**config.mk**
```make
export PLATFORM = sky130hd
export DESIGN_NAME = padctl_strap_mux
export DESIGN_NICKNAME = d
export VERILOG_FILES = /design/src/rtl/padctl_strap_mux.sv
export SDC_FILE = /design/constraint.sdc
export NUM_CORES = 1
export LEC_CHECK = 0
export ABC_AREA = 1
export CAP_MARGIN = 20
export CORE_UTILIZATION = 28
export CTS_CLUSTER_DIAMETER = 80
export CTS_CLUSTER_SIZE = 24
export DETAILED_ROUTE_END_ITERATION = 6
export PLACE_DENSITY = 0.76
export SLEW_MARGIN = 0
export SYNTH_ARGS = -nofsm -noshare
export SYNTH_HDL_FRONTEND = slang
export SYNTH_SLANG_ARGS = --single-unit
export TNS_END_PERCENT = 30
```
**constraint.sdc**
```tcl
create_clock -name clk_i -period 2.2 [get_ports clk_i]
set_input_delay 0.44 -clock clk_i [delete_from_list [all_inputs] [get_ports clk_i]]
set_output_delay 0.44 -clock clk_i [all_outputs]
set_load 0.05 [all_outputs]
```
**src/rtl/padctl_strap_mux.sv**
```systemverilog
// Pad controller: GPIO o/oe pass-through, input sync, strap latch FSM, JTAG/SPI debug mux.
// Optional GPIO glitch filter is built when PADCTL_GLITCH_FILT_EN is defined.
module padctl_strap_mux #(
  parameter int unsigned NUM_GPIO    = 16,
  parameter int unsigned STRAP_DELAY = 8,
  parameter int unsigned SYNC_STAGES = 2,
  parameter int unsigned FILT_CYCLES = 4
) (
  input  logic                clk_i,
  input  logic                rst_ni,
  input  logic [NUM_GPIO-1:0] gpio_d2p,
  input  logic [NUM_GPIO-1:0] gpio_en_d2p,
  output logic [NUM_GPIO-1:0] gpio_p2d,
  input  logic [NUM_GPIO-1:0] pad_gpio_i,
  output logic [NUM_GPIO-1:0] pad_gpio_o,
  output logic [NUM_GPIO-1:0] pad_gpio_oe,
  input  logic [1:0]          pad_strap_i,
  output logic [1:0]          strap_o,
  output logic                strap_valid_o,
  input  logic [4:0]          pad_dbg_i,
  output logic                pad_dbg_o,
  output logic                pad_dbg_oe,
  output logic                spi_sck_o,
  output logic                spi_csb_o,
  output logic                spi_mosi_o,
  input  logic                spi_miso_i,
  input  logic                spi_miso_en_i,
  output logic                jtag_tck_o,
  output logic                jtag_tms_o,
  output logic                jtag_tdi_o,
  output logic                jtag_trst_no,
  output logic                jtag_srst_no,
  input  logic                jtag_tdo_i
);

  localparam int unsigned SW = NUM_GPIO + 2;
  localparam int unsigned CW =
    (STRAP_DELAY > 1) ? $clog2(STRAP_DELAY) : 1;

  typedef enum logic [1:0] {
    ST_WAIT,
    ST_SAMPLE,
    ST_LOCKED
  } state_e;

  state_e                         state_q, state_d;
  logic [CW-1:0]                  cnt_q, cnt_d;
  logic [1:0]                     strap_q, strap_d;
  logic [SYNC_STAGES-1:0][SW-1:0] sync_q;
  logic [NUM_GPIO-1:0]            gpio_sync;
  logic [1:0]                     strap_sync;
  logic                           locked;

  assign pad_gpio_o  = gpio_d2p;
  assign pad_gpio_oe = gpio_en_d2p;

  // Straps share the GPIO synchroniser chain but bypass the filter
  always_ff @(posedge clk_i or negedge rst_ni) begin
    if (!rst_ni) begin
      sync_q <= '0;
    end else begin
      sync_q[0] <= {pad_strap_i, pad_gpio_i};
      for (int s = 1; s < SYNC_STAGES; s++) begin
        sync_q[s] <= sync_q[s-1];
      end
    end
  end

  assign {strap_sync, gpio_sync} = sync_q[SYNC_STAGES-1];

  always_ff @(posedge clk_i or negedge rst_ni) begin
    if (!rst_ni) begin
      state_q <= ST_WAIT;
      cnt_q   <= '0;
      strap_q <= 2'b00;
    end else begin
      state_q <= state_d;
      cnt_q   <= cnt_d;
      strap_q <= strap_d;
    end
  end

  always_comb begin
    state_d = state_q;
    cnt_d   = cnt_q;
    strap_d = strap_q;
    unique case (state_q)
      ST_WAIT: begin
        if (cnt_q == CW'(STRAP_DELAY - 1)) begin
          state_d = ST_SAMPLE;
        end else begin
          cnt_d = cnt_q + CW'(1);
        end
      end
      ST_SAMPLE: begin
        strap_d = strap_sync;
        state_d = ST_LOCKED;
      end
      ST_LOCKED: ;
      default: state_d = ST_WAIT;
    endcase
  end

  assign locked        = (state_q == ST_LOCKED);
  assign strap_o       = strap_q;
  assign strap_valid_o = locked;

  always_comb begin
    spi_sck_o    = 1'b0;
    spi_mosi_o   = 1'b0;
    spi_csb_o    = 1'b1;
    jtag_tck_o   = 1'b0;
    jtag_tms_o   = 1'b0;
    jtag_tdi_o   = 1'b0;
    jtag_trst_no = 1'b0;
    jtag_srst_no = 1'b1;
    pad_dbg_o    = 1'b0;
    pad_dbg_oe   = 1'b0;
    unique case (1'b1)
      !locked: ;
      locked && strap_q[0]: begin
        jtag_tck_o   = pad_dbg_i[0];
        jtag_tdi_o   = pad_dbg_i[1];
        jtag_tms_o   = pad_dbg_i[2];
        jtag_trst_no = pad_dbg_i[3];
        jtag_srst_no = pad_dbg_i[4];
        pad_dbg_o    = jtag_tdo_i;
        pad_dbg_oe   = 1'b1;
      end
      locked && !strap_q[0]: begin
        spi_sck_o    = pad_dbg_i[0];
        spi_mosi_o   = pad_dbg_i[1];
        spi_csb_o    = pad_dbg_i[2];
        jtag_trst_no = 1'b1;
        pad_dbg_o    = spi_miso_i;
        pad_dbg_oe   = spi_miso_en_i;
      end
      default: ;
    endcase
  end

`ifdef PADCTL_GLITCH_FILT_EN
  localparam int unsigned FW = $clog2(FILT_CYCLES + 1);

  logic [NUM_GPIO-1:0]         prev_q;
  logic [NUM_GPIO-1:0]         filt_q, filt_d;
  logic [NUM_GPIO-1:0][FW-1:0] fcnt_q, fcnt_d;

  // fcnt counts consecutive equal sample pairs; FILT_CYCLES-1 pairs = FILT_CYCLES samples
  always_comb begin
    fcnt_d = fcnt_q;
    filt_d = filt_q;
    for (int i = 0; i < NUM_GPIO; i++) begin
      if (gpio_sync[i] != prev_q[i]) begin
        fcnt_d[i] = '0;
      end else if (fcnt_q[i] != FW'(FILT_CYCLES)) begin
        fcnt_d[i] = fcnt_q[i] + FW'(1);
      end
      if (fcnt_d[i] >= FW'(FILT_CYCLES - 1)) begin
        filt_d[i] = gpio_sync[i];
      end
    end
  end

  always_ff @(posedge clk_i or negedge rst_ni) begin
    if (!rst_ni) begin
      prev_q <= '0;
      fcnt_q <= '0;
      filt_q <= '0;
    end else begin
      prev_q <= gpio_sync;
      fcnt_q <= fcnt_d;
      filt_q <= filt_d;
    end
  end

  assign gpio_p2d = filt_q;
`else
  assign gpio_p2d = gpio_sync;
`endif

endmodule

```
# Word-level counts from Yosys, hierarchy flattened
# Index checks and enable logic that the tools add are counted.
[classes]
bitwise = 2
n_addsub = 1
n_mux = 12
reduce_logical = 6
n_eq_ne = 4
[op_table]
columns = ["cell", "count"]
rows = [
  ["$mux W1", 7],
  ["$pmux W1 S2", 3],
  ["$pmux W2 S3", 1],
  ["$reduce_and A2 Y1", 2],
  ["$add A3 B1 Y3 const B", 1],
  ["$eq A3 B3 Y1 const B", 1],
  ["$eq A2 B1 Y1 const B", 1],
  ["$eq A2 B2 Y1 const B", 1],
  ["$logic_and A1 B1 Y1", 2],
  ["$logic_not A2 Y1", 1],
  ["$mux W2", 1],
  ["$ne A2 B2 Y1 const B", 1],
  ["$not A1 Y1", 2],
  ["$logic_not A1 Y1", 1],
]
[totals]
reg_bits = 43
elab_cells = 30
out_inout_bits = 61
inputBits = 60

# Logic depth before layout (Yosys ltp)
[depth]
word_depth = 3
mapped_depth = 6
mapped_depth_nobuf = 6

# Worst setup path after synthesis
# Ideal clock, no wire load.
[synth_timing]
path_kind = "flip-flop to output port"
start = "register state_q[0]"
end = "output port jtag_tck_o"
setup_slack_ns = 0.240
required_time_ns = 1.760
arrival_time_ns = 1.520
stages_incl_launch_ff = 5
cell_sequence = "dfrtp_1 > buf_6 > nor2_8 > nand2_2 > nor2_1"
[synth_between]
elab_chain_len = 3
[synth_lines]
columns = ["item", "line", "source"]
rows = [
  ["start, declared", "46", "state_e state_q, state_d;"],
  ["start signal, assigned", "77", "state_q <= state_d;"],
  ["$eq A2 B2 Y1", "104", "assign locked = (state_q == ST_LOCKED);"],
  ["via strap_valid_o", "19", "output logic strap_valid_o,"],
  ["$logic_and A1 B1 Y1", "121", "locked && strap_q[0]: begin"],
  ["$mux W1", "119", "unique case (1'b1)"],
  ["end, declared", "28", "output logic jtag_tck_o,"],
]
# The timed path passes the listed nets, and every way through them passes these cells.

# Worst setup path in the final report
[layout_timing]
start = "register strap_q[0], in the netlist strap_o[0]"
end = "output port strap_o[0]"
[layout_lines]
columns = ["item", "line", "source"]
rows = [
  ["start, declared", "48", "logic [1:0] strap_q, strap_d;"],
  ["start signal, assigned", "79", "strap_q <= strap_d;"],
  ["end, declared", "18", "output logic [1:0] strap_o,"],
]
# No word-level cell between the ends.

==> results_dict.tcl <==
set metrics [dict create \
    status "complete, no violations" \
    synthSimpleGateAreaFrac_pct 10.5 \
    r2r_slack_ns 0.95 \
    finalNonFillerCells 227 \
    synth_fp_nets 202 \
    cts_resized 0 \
    grt_pass1_wl_um 4360 \
    place_inst 219 \
    crit_fanout 6 \
    die_y_um 79.6 \
    crit_path_top_delay_cell "clkdlybuf4s50_1" \
    start_kind "flop" \
    yosysWarnings 0 \
    yosysUniqueCellTypes 14 \
    drt_wl_total_um 2780 \
    critPathMaxStageDelay_ns 0.86 \
    comb_power_share_pct 14.2 \
    p_int_mw 1.39 \
    n_fill_cell 530 \
    cts_buffers 5 \
    synthAdderAreaFrac_pct 1.49 \
    num_rows 27 \
    ir_drop_mv 0.467 \
    switching_share_pct 22.0 \
    finalSetupViolations 0 \
    slew_violations 0 \
    dpl.hpwl_um 2140 \
    hold_buffers 0 \
    post_cts_buffers 0 \
    power.switching_uw 392 \
    boundaryPins 121 \
    cp_top_family "buffers and inverters" \
    groute.usage.overall_pct 9.38 \
    h-tree-depth 2 \
    die_w_um 79.6 \
    drc_errors 0 \
    cts_tree "done" \
    power_density_nw_per_um2 814 \
    synth_seq_area_share_pct 63.9 \
    io_buffers 56 \
    grt_overflow 0 \
    dr.pass1.iters 3 \
    yosys.area.top_type "dfrtp_1" \
    drtIter0Drc 22 \
    drive_above_1_share_pct 14.8 \
    final_util_pct 38.8 \
    power.share.clock_pct 38.8 \
    grt_pass1_vias 936 \
    core-area_um2 5640 \
    power_leakage_nw 1.00 \
    synth_cells 140 \
    min_period_ns 2.09 \
    vias_per_cell 3.87 \
    worst_pin_slew_ns 0.887 \
    worstPathCellList "clkdlybuf4s50_1" \
    ys_ff_latch 43 \
    setup_tns_ns 0 \
    crit_buf_inv 1 \
    setup.worst_path.class "reg2out" \
    antenna_found_initial 0 \
    holdWs_ns 0.277 \
    area_delta_synth_final_pct 29.9 \
    synth_xor_area_share_pct 0 \
    power_mw 1.78 \
    crit_arrival_ns 1.65 \
    seqPwrFrac_pct 47.0 \
    synth.top_cells.by_area "dfrtp_1, buf_4, nand2_1, nand3_1, inv_1" \
    clkLatencyLatePin_ns 0.28 \
    rsz0062_at_grt "false" \
    num_vias 878 \
    synth_compound_area_share_pct 0 \
    ant_nets 0 \
    grt_max_degree 44 \
    gp_congestion 0.619 \
    worst_setup_path_end_kind "output pin" \
    syn_area_per_cell_um2 12.0 \
    drv.max_cap_violation_count 0 \
    relSlewSlack_pct 40.9 \
    synth_top_family_by_area "buffers and inverters" \
    clock_sinks 43 \
    synthMuxAreaShare_pct 0 \
    avgRoutedWirePerCell_um 12.2 \
    cts_max_path_buffers 2 \
    clock.fmax_mhz 479 \
    nets 216 \
    cts-root-buf "clkbuf_8" \
    n_antenna_cell 0 \
    cts.reportedPaths.clkPinSlew_ns 0.07 \
    yosys.area.top_type_share_pct 63.9 \
    clock_skew_ns 0.00292 \
    die_area_um2 6330 \
    synth_area_um2 1680 \
    hp-class "in2async" \
    required_ns 1.76 \
    hold_viol 0 \
    period_share_pct 94.9 \
    initial_core_util_pct 29.9 \
]
-- path summary, 6_finish.rpt --
path,startpoint,to,depth (start not counted)
max,strap_o[0]$_DFFE_PN0N_,strap_o[0],1
min,rst_ni,sync_q[9]$_DFF_PN0_,1
max reg2reg,cnt_q[0]$_DFFE_PN0P_,cnt_q[0]$_DFFE_PN0P_,6
min reg2reg,sync_q[2]$_DFF_PN0_,gpio_p2d[2]$_DFF_PN0_,0
max in group asynchronous,rst_ni,gpio_p2d[0]$_DFF_PN0_,1
min in group clk_i,sync_q[2]$_DFF_PN0_,gpio_p2d[2]$_DFF_PN0_,0
-- synth_stat cells, drive strengths merged --
master and number:
buf 49, dfrtp 43, ha 2, inv 9
nand2 20, nand3 6, nand3b 1, nand4 2
nor2 7, nor3 1
-- cell usage in the layout (no fill, tap or decap) --
cell,netlist,routed
nand2_2,2,2
inv_2,1,1
nand3b_1,1,1
clkbuf_1,0,1
nor2_1,6,6
buf_2,0,1
inv_1,8,8
clkdlybuf4s50_1,0,44
dfrtp_1,43,43
bufinv_16,0,2
nand4_1,2,2
clkbuf_8,0,5
buf_4,48,1
buf_12,0,10
ha_1,2,2
nand2_1,18,18
nor3_1,1,1
nor2_8,1,1
nand3_1,6,6
-- power by group through the flow --
stage	clock network [mW]	registers, mW	logic [mW]
6_report	0.691	0.837	0.253
3_3_place_gp	0	0.850	0.255
3_5_place_dp	0	0.853	0.256
5_1_grt	0.759	0.840	0.266
4_1_cts	0.720	0.837	0.257
2_1_floorplan	0	0.855	0.284
-- stage by stage --
step	cell area, um2	setup WS [ns]
after detailed placement	2060	0.388
final	2190	0.112
after global placement	2060	0.368
after floorplan	1680	0.240
after global routing	2190	0.0257
after CTS	2190	0.0641
-- final cells by class --
type | instances | area (um2) | share of cell area, %
multi-input combinational | 39 | 203 | 9.26
clock buffer | 6 | 72.6 | 3.32
tap | 72 | 90.1 | 4.12
sequential | 43 | 1080 | 49.2
inverter | 9 | 33.8 | 1.54
timing repair buffer | 56 | 653 | 29.8
clock inverter | 2 | 60.1 | 2.74
-- state kept, by name, indices dropped and copies added, names as in the netlist --
register,count
sync_q,18
gpio_p2d,16
cnt_q,3
state_q,2
strap_o,2
strap_sync,2
-- per-layer routing --
layer	up-vias	share of wire, %	GRT usage (%)
li1	406	-	-
met1	409	34	8.57
met2	45	50	16.4
met3	18	10	4.57
met4	0	5.0	6.00
met5	-	0	0
-- cells by family (layout without fill, tap and decap cells) --
kind of cell	Yosys count	count (layout)
adder cells (fa/ha/maj)	2	2
buffers and inverters	58	73
flip-flops	43	43
AND/OR/NAND/NOR	37	37
Note: power is estimated with default switching activity, not from simulation.
